**src/rtl/fp_pkg.sv**
```systemverilog
// Shared IEEE-754 single-precision types, constants and operand unpacking
// for the pipelined add/subtract unit.
package fp_pkg;

    localparam int          EXP_W   = 8;
    localparam int          MAN_W   = 23;
    localparam int          BIAS    = 127;
    localparam logic [31:0] QNAN    = 32'h7FC00000;
    localparam logic [31:0] POS_INF = 32'h7F800000;
    localparam logic [31:0] NEG_INF = 32'hFF800000;

    typedef struct packed {
        logic             sign;
        logic [EXP_W-1:0] exp;
        logic [MAN_W-1:0] man;
    } fp32_t;

    typedef struct packed {
        logic invalid;
        logic overflow;
        logic underflow;
        logic inexact;
    } fp_flags_t;

    // Operand after denormal flush: significand carries the hidden bit.
    typedef struct packed {
        logic             sign;
        logic [EXP_W-1:0] exp;
        logic [MAN_W:0]   sig;
    } fp_unpacked_t;

    // Result decided in S1 (NaN/inf/zero cases) that bypasses the datapath.
    typedef struct packed {
        logic      hit;
        fp32_t     res;
        fp_flags_t flg;
    } fp_special_t;

    // Denormals become signed zero; flip applies the subtract to operand B.
    function automatic fp_unpacked_t unpack_op(input logic [31:0] x, input logic flip);
        fp_unpacked_t u;
        u.sign = x[31] ^ flip;
        u.exp  = x[30:23];
        u.sig  = (x[30:23] == 8'd0) ? 24'd0 : {1'b1, x[22:0]};
        return u;
    endfunction

endpackage

```
**src/rtl/fp_lzc.sv**
```systemverilog
// Combinational leading-zero counter; an all-zero input returns IN_W.
module fp_lzc
    import fp_pkg::*;
#(
    parameter int IN_W  = 28,
    parameter int OUT_W = 5
) (
    input  logic [IN_W-1:0]  i_data,
    output logic [OUT_W-1:0] o_count
);

    // Scan upward so the highest set bit has the final say.
    always_comb begin
        o_count = OUT_W'(IN_W);
        for (int i = 0; i < IN_W; i++) begin
            if (i_data[i]) o_count = OUT_W'(IN_W - 1 - i);
        end
    end

endmodule

```
**src/rtl/fp_addsub_pipe.sv**
```systemverilog
// Pipelined IEEE-754 single add/subtract: 5 core stages plus LATENCY-5 delay
// stages, RNE rounding, flush-to-zero, one global advance for backpressure.
module fp_addsub_pipe
    import fp_pkg::*;
#(
    parameter int LATENCY = 10,
    parameter int TAG_W   = 8
) (
    input  logic             clk,
    input  logic             rst_n,
    input  logic             in_valid,
    output logic             in_ready,
    input  logic [31:0]      dataa,
    input  logic [31:0]      datab,
    input  logic             op_sub,
    input  logic [TAG_W-1:0] in_tag,
    output logic             out_valid,
    input  logic             out_ready,
    output logic [31:0]      result,
    output logic [TAG_W-1:0] out_tag,
    output logic [3:0]       flags
);

    localparam int EXTRA = LATENCY - 5;

    // RNE on the 27-bit normalised significand {hidden, man[22:0], G, R, S};
    // returns {flags, result} including overflow/underflow saturation.
    function automatic logic [35:0] round_pack(input logic sign,
                                               input logic signed [9:0] exp_n,
                                               input logic [26:0] norm);
        logic [24:0]       rnd;
        logic              up;
        logic              inx;
        logic signed [9:0] exp_r;
        inx   = |norm[2:0];
        up    = norm[2] & (norm[1] | norm[0] | norm[3]);
        rnd   = {1'b0, norm[26:3]} + {24'd0, up};
        exp_r = exp_n + (rnd[24] ? 10'sd1 : 10'sd0);
        if (exp_n <= 10'sd0)
            return {4'b0011, sign, 31'd0};
        else if (exp_r >= 10'sd255)
            return {4'b0101, sign, 8'hFF, 23'd0};
        else
            return {3'b000, inx, sign, exp_r[7:0], rnd[24] ? rnd[23:1] : rnd[22:0]};
    endfunction

    logic w_advance;

    logic             r_vld_p1, r_vld_p2, r_vld_p3, r_vld_p4;
    logic [TAG_W-1:0] r_tag_p1, r_tag_p2, r_tag_p3, r_tag_p4;
    fp_special_t      r_spec_p1, r_spec_p2, r_spec_p3, r_spec_p4;

    fp_unpacked_t r_big_p1;
    logic [7:0]   r_sm_exp_p1;
    logic [23:0]  r_sm_sig_p1;
    logic         r_eff_sub_p1;

    logic         r_sign_p2, r_eff_sub_p2;
    logic [7:0]   r_exp_p2;
    logic [26:0]  r_sig_l_p2, r_sig_s_p2;

    logic         r_sign_p3;
    logic [7:0]   r_exp_p3;
    logic [27:0]  r_sum_p3;

    logic              r_sign_p4, r_zero_p4;
    logic signed [9:0] r_exp_p4;
    logic [26:0]       r_norm_p4;

    logic             r_vld_q [0:EXTRA];
    fp32_t            r_res_q [0:EXTRA];
    logic [TAG_W-1:0] r_tag_q [0:EXTRA];
    fp_flags_t        r_flg_q [0:EXTRA];

    fp_unpacked_t w_a, w_b, w_big;
    logic [7:0]   w_sm_exp;
    logic [23:0]  w_sm_sig;
    logic         w_swap, w_nan_a, w_nan_b, w_inf_a, w_inf_b, w_zero_a, w_zero_b;
    fp_special_t  w_spec;

    logic [7:0]   w_d;
    logic [53:0]  w_al;
    logic [26:0]  w_sig_s;
    logic [27:0]  w_sum;

    logic [4:0]        w_lz;
    logic signed [9:0] w_exp_n;
    logic [26:0]       w_norm;

    logic [35:0]  w_rp;
    fp32_t        w_s5_res;
    fp_flags_t    w_s5_flg;

    assign w_advance = !out_valid || out_ready;
    assign in_ready  = w_advance;
    assign out_valid = r_vld_q[EXTRA];
    assign result    = r_res_q[EXTRA];
    assign out_tag   = r_tag_q[EXTRA];
    assign flags     = r_flg_q[EXTRA];

    assign w_nan_a  = (&dataa[30:23]) &  (|dataa[22:0]);
    assign w_nan_b  = (&datab[30:23]) &  (|datab[22:0]);
    assign w_inf_a  = (&dataa[30:23]) & ~(|dataa[22:0]);
    assign w_inf_b  = (&datab[30:23]) & ~(|datab[22:0]);
    assign w_zero_a = ~(|dataa[30:23]);
    assign w_zero_b = ~(|datab[30:23]);

    // ---- S1: unpack, classify specials, order operands by magnitude ----
    always_comb begin
        w_a      = unpack_op(dataa, 1'b0);
        w_b      = unpack_op(datab, op_sub);
        w_swap   = {w_b.exp, w_b.sig} > {w_a.exp, w_a.sig};
        w_big    = w_swap ? w_b : w_a;
        w_sm_exp = w_swap ? w_a.exp : w_b.exp;
        w_sm_sig = w_swap ? w_a.sig : w_b.sig;
        w_spec   = '0;
        if (w_nan_a || w_nan_b || (w_inf_a && w_inf_b && (w_a.sign != w_b.sign))) begin
            w_spec.hit         = 1'b1;
            w_spec.res         = fp32_t'(QNAN);
            w_spec.flg.invalid = 1'b1;
        end else if (w_inf_a) begin
            w_spec.hit = 1'b1;
            w_spec.res = {w_a.sign, 8'hFF, 23'd0};
        end else if (w_inf_b) begin
            w_spec.hit = 1'b1;
            w_spec.res = {w_b.sign, 8'hFF, 23'd0};
        end else if (w_zero_a && w_zero_b) begin
            w_spec.hit = 1'b1;
            w_spec.res = {w_a.sign & w_b.sign, 31'd0};
        end
    end

    // ---- S2: align smaller significand with guard/round/sticky ----
    always_comb begin
        w_d     = r_big_p1.exp - r_sm_exp_p1;
        w_al    = {r_sm_sig_p1, 30'd0} >> w_d;
        w_sig_s = (w_d >= 8'd27) ? {26'd0, |r_sm_sig_p1}
                                 : {w_al[53:28], w_al[27] | (|w_al[26:0])};
    end

    // ---- S3: magnitude add/subtract (|big| >= |small| so never negative) ----
    assign w_sum = r_eff_sub_p2 ? ({1'b0, r_sig_l_p2} - {1'b0, r_sig_s_p2})
                                : ({1'b0, r_sig_l_p2} + {1'b0, r_sig_s_p2});

    // ---- S4: normalise ----
    fp_lzc #(.IN_W(28), .OUT_W(5)) u_lzc (
        .i_data  (r_sum_p3),
        .o_count (w_lz)
    );

    // Carry-out shifts right keeping sticky; otherwise bring the MSB to bit 26.
    always_comb begin
        if (r_sum_p3[27]) begin
            w_norm  = {r_sum_p3[27:2], r_sum_p3[1] | r_sum_p3[0]};
            w_exp_n = $signed({2'b00, r_exp_p3}) + 10'sd1;
        end else begin
            w_norm  = 27'(r_sum_p3 << (w_lz - 5'd1));
            w_exp_n = $signed({2'b00, r_exp_p3}) - $signed({5'd0, w_lz}) + 10'sd1;
        end
    end

    // ---- S5: round, pack, pick special or exact-zero result ----
    always_comb begin
        w_rp = round_pack(r_sign_p4, r_exp_p4, r_norm_p4);
        if (r_spec_p4.hit) begin
            w_s5_res = r_spec_p4.res;
            w_s5_flg = r_spec_p4.flg;
        end else if (r_zero_p4) begin
            w_s5_res = '0;
            w_s5_flg = '0;
        end else begin
            w_s5_flg = fp_flags_t'(w_rp[35:32]);
            w_s5_res = fp32_t'(w_rp[31:0]);
        end
    end

    // Core stage valid bits: flushed by reset, shifted together on advance.
    always_ff @(posedge clk or negedge rst_n) begin
        if (!rst_n) begin
            r_vld_p1 <= 1'b0;
            r_vld_p2 <= 1'b0;
            r_vld_p3 <= 1'b0;
            r_vld_p4 <= 1'b0;
        end else if (w_advance) begin
            r_vld_p1 <= in_valid;
            r_vld_p2 <= r_vld_p1;
            r_vld_p3 <= r_vld_p2;
            r_vld_p4 <= r_vld_p3;
        end
    end

    // Core stage data: no reset, qualified by the valid bits above.
    always_ff @(posedge clk) begin
        if (w_advance) begin
            r_tag_p1     <= in_tag;
            r_spec_p1    <= w_spec;
            r_big_p1     <= w_big;
            r_sm_exp_p1  <= w_sm_exp;
            r_sm_sig_p1  <= w_sm_sig;
            r_eff_sub_p1 <= w_a.sign ^ w_b.sign;

            r_tag_p2     <= r_tag_p1;
            r_spec_p2    <= r_spec_p1;
            r_sign_p2    <= r_big_p1.sign;
            r_exp_p2     <= r_big_p1.exp;
            r_sig_l_p2   <= {r_big_p1.sig, 3'b000};
            r_sig_s_p2   <= w_sig_s;
            r_eff_sub_p2 <= r_eff_sub_p1;

            r_tag_p3     <= r_tag_p2;
            r_spec_p3    <= r_spec_p2;
            r_sign_p3    <= r_sign_p2;
            r_exp_p3     <= r_exp_p2;
            r_sum_p3     <= w_sum;

            r_tag_p4     <= r_tag_p3;
            r_spec_p4    <= r_spec_p3;
            r_sign_p4    <= r_sign_p3;
            r_exp_p4     <= w_exp_n;
            r_norm_p4    <= w_norm;
            r_zero_p4    <= (r_sum_p3 == 28'd0);
        end
    end

    // Result register plus delay stages; reset so outputs read zero in reset.
    always_ff @(posedge clk or negedge rst_n) begin
        if (!rst_n) begin
            for (int i = 0; i <= EXTRA; i++) begin
                r_vld_q[i] <= 1'b0;
                r_res_q[i] <= '0;
                r_tag_q[i] <= '0;
                r_flg_q[i] <= '0;
            end
        end else if (w_advance) begin
            r_vld_q[0] <= r_vld_p4;
            r_res_q[0] <= w_s5_res;
            r_tag_q[0] <= r_tag_p4;
            r_flg_q[0] <= w_s5_flg;
            for (int i = 1; i <= EXTRA; i++) begin
                r_vld_q[i] <= r_vld_q[i-1];
                r_res_q[i] <= r_res_q[i-1];
                r_tag_q[i] <= r_tag_q[i-1];
                r_flg_q[i] <= r_flg_q[i-1];
            end
        end
    end

endmodule

```
**config.mk**
```make
export PLATFORM = sky130hd
export DESIGN_NAME = fp_addsub_pipe
export DESIGN_NICKNAME = d
export VERILOG_FILES = /design/src/rtl/fp_pkg.sv /design/src/rtl/fp_lzc.sv /design/src/rtl/fp_addsub_pipe.sv
export SDC_FILE = /design/constraint.sdc
export NUM_CORES = 1
export LEC_CHECK = 0
export CAP_MARGIN = 20
export CORE_MARGIN = 4
export CORE_UTILIZATION = 55
export CTS_CLUSTER_DIAMETER = 120
export DETAILED_ROUTE_END_ITERATION = 10
export PLACE_DENSITY = 0.81
export SYNTH_ARGS = -nofsm -noshare
export SYNTH_HDL_FRONTEND = slang
export SYNTH_SLANG_ARGS = --single-unit
```
**constraint.sdc**
```tcl
create_clock -name clk -period 12.7 [get_ports clk]
set_input_delay 2.54 -clock clk [delete_from_list [all_inputs] [get_ports clk]]
set_output_delay 2.54 -clock clk [all_outputs]
set_load 0.05 [all_outputs]
```
==> reports/qor.yml <==
timing:
  min_period_ns: 7.23
  slew_viol_final: 0
  holdWs_ns: 0.417
  fmax_mhz: 138
  relSlewSlack: 0.332
  tightest_slew_ns: 1.00
  rsz0062_at_grt: "false"
  setup_violations: 0
  clock_skew_ns: 0.0223
  finalCritPeriodShare: 0.570
  setup-tns-final_ns: 0
  report.final.hold_viol_count: 0
logic_synthesis:
  synth_seq_cells: 529
  synth-compound-area-share: 0.0882
  syn_nets: 2989
  synth_top_family_by_area: "simple AND/OR/NAND/NOR gates"
  yosys.area_share.simple: 0.192
  yosys_warnings: 0
  synth-seq-area-share: 0.528
  synth.mux.area_fraction: 0.0679
  synth_area_um2: 27500
  async_flop_share: 0.518
  syn_inst: 2807
  yosysTopAreaCellShare: 0.278
  synth_xor_xnor_area_share: 0.0276
  synth_enable_flop_cells: 255
  synth-adder-area-share: 0.0486
  synth_largest_area_cell: "edfxtp_1"
  ys.flop_type: "dfrtp_1"
  yosysUniqueCellTypes: 82
  avgSynthCellArea_um2: 9.80
  ys_top_cells_by_area: "edfxtp_1 28%, dfrtp_1 25%, nand2_1 13%"
job:
  timing.max_cap.violations: 0
clock_tree:
  postCtsSetupRepairBufs: 0
  htreeDepth: 2
  clkTransAtPathRegs_ns: 0.06
  cts_sinks: 529
  cts_hold_buf: 0
  ctsResizeCount: 0
  cts_root_buf: "clkbuf_16"
  cts-buffers-inserted: 54
  cts_tree: "yes"
  cts_buffer_depth: 3
  clock_latency_ns: 0.62
floorplanning:
  row_count: 81
  die_x_um: 232
  die-area_um2: 53700
  core-area_um2: 49200
  die_h_um: 232
  start_util: 0.560
  io_pins: 123
placement:
  io_buffers: 122
  dp_hpwl_mm: 41.0
  place_congestion: 0.959
global_routing:
  grtUsageTotal: 0.220
  grt_pass1_wl_mm: 97.5
  grt_overflow_total: 0
  grt_max_degree: 133
  grt_pass1_vias: 19800
  antenna_found_initial: 0
critical_path:
  cp_data_arrival_time_ns: 4.69
  crit_type: "input port to primary output"
  cpMostUsedCell: "clkdlybuf4s50_1"
  path_cells: "clkdlybuf4s50_1 > nor2b_4 > buf_4 > inv_8 > clkdlybuf4s50_1"
  cp_slowest_stage_delay_ns: 0.91
  cpLargestDelayFamily: "buffers and inverters"
  cp-end-kind: "primary output"
  cp_max_fo: 71
  path_buf_inv: 4
  critPathLaunchType: "input port"
  required_ns: 10.16
  crit_path_top_delay_cell: "clkdlybuf4s50_1"
pwr:
  p_per_area_nw_per_um2: 292
  power.internal_w: 0.00517
  clkPwrFrac: 0.171
  power_leakage_nw: 13.9
  ir_worst_vdd_mv: 0.169
  pwr-share-seq: 0.352
  p_sw_w: 0.00379
  combPwrFrac: 0.477
  switching_share: 0.423
layout:
  final_common_cell: "nand2_1"
  layout_common_cells: "930 x nand2_1, 274 x dfrtp_1, 255 x edfxtp_1"
  fill_cells: 3926
  drive_gt1_frac: 0.0636
  nets: 3018
  area_delta_synth_final_pct: 11.7
  antenna_cells: 0
detailed_routing:
  vias_per_cell: 5.62
  ant_nets: 0
  routed_wl_mm: 59.1
  firstDrtPassIters: 6
  drc: 0
  wire_per_inst_um: 16.7
  drt_iter0_drc: 1631
  vias: 19900
hold_path:
  hp-class: "flop to flop"
status:
  outcome: "completed"
==> layer usage <==
| layer | global-route usage | wire length, um | share of wire |
|---|---|---|---|
| met1 | 0.266 | 23900 | 0.41 |
| met2 | 0.385 | 29300 | 0.50 |
| met3 | 0.0343 | 2710 | 0.046 |
| met4 | 0.105 | 3140 | 0.053 |
| met5 | 0 | 0 | 0 |
==> power by group through the flow <==
stage               Clock, W  Sequential [W]  Combinational [W]
floorplan                  0         0.00302            0.00334
global placement           0         0.00313            0.00412
detailed placement         0         0.00317            0.00420
CTS                  0.00157         0.00315            0.00422
global route         0.00164         0.00323            0.00469
finish               0.00153         0.00315            0.00427
==> logic make-up after synthesis <==
family / after synthesis
fa+ha+maj: 105
mux: 152
simple gates: 1276
xor+xnor: 82
buf+inv: 285
compound gates: 378
flops: 529
==> synth_stat cells, types with 5 or more instances <==
library cell,n
nand2_1,930
dfrtp_1,274
edfxtp_1,255
nor2_1,128
inv_1,107
o21ai_0,103
ha_1,102
mux2i_1,100
a21oi_1,96
clkbuf_1,96
buf_4,51
xnor2_1,39
xor2_1,39
nor4_1,34
nand3_1,33
nor3_1,32
mux2_2,25
mux4_2,24
nand4_1,24
nor2b_1,22
a21o_1,20
and3_1,18
nand2b_1,17
o211ai_1,16
a211oi_1,15
buf_2,15
a31oi_1,13
o31ai_1,13
o22a_1,10
o21bai_1,9
or3_1,9
buf_1,8
o22ai_1,8
o221ai_1,7
a221o_1,6
a22oi_1,6
nand3b_1,6
a221oi_1,5
o21ai_1,5
or2_2,5
==> registers in the layout, indices dropped and copies added (netlist names), 10 cells and up <==
signal and cells:
r_sm_sig_p1 24, r_res_q 160, r_exp_p4 10, r_big_p1 33, r_sum_p3 28, r_norm_p4 27, r_tag_q 40, r_sig_l_p2 24
r_sig_s_p2 27, result 32, r_flg_q 20
==> through the flow <==
step / instances / power [W] / util / instance area (um2) / setup slack, ns
6_report: 3543 / 0.00896 / 0.625 / 30700 / 5.47
3_5_place_dp: 3440 / 0.00737 / 0.588 / 28900 / 4.93
5_1_grt: 3543 / 0.00957 / 0.625 / 30700 / 5.32
4_1_cts: 3539 / 0.00894 / 0.623 / 30600 / 4.93
3_3_place_gp: 3440 / 0.00726 / 0.588 / 28900 / 4.91
2_1_floorplan: 2807 / 0.00636 / - / 27500 / 3.61
==> final cells by class <==
cell class / count / area, um2 / share of cell area
clock buffer: 79 / 1560 / 0.0507
clock inverter: 20 / 188 / 0.00611
inverter: 108 / 413 / 0.0134
multi-input combinational: 1993 / 11700 / 0.381
sequential: 529 / 14500 / 0.472
tap: 664 / 831 / 0.0270
timing repair buffer: 150 / 1500 / 0.0487
==> path summary, 6_finish.rpt <==
path | from | end | slack (ns) | cells past startpoint
hold reg to reg | r_exp_p2[2] | r_exp_p3[2] | 0.42 | 0
setup / recovery | out_ready | in_ready | 5.47 | 5
hold / removal | r_exp_p2[2] | r_exp_p3[2] | 0.42 | 0
min in group asynchronous | rst_n | result[21] | 2.02 | 1
max in group asynchronous | rst_n | r_res_q[100] | 8.35 | 3
setup reg to reg | r_norm_p4[2] | r_res_q[169] | 7.22 | 18
No activity file was read; power rests on OpenSTA's default activity.
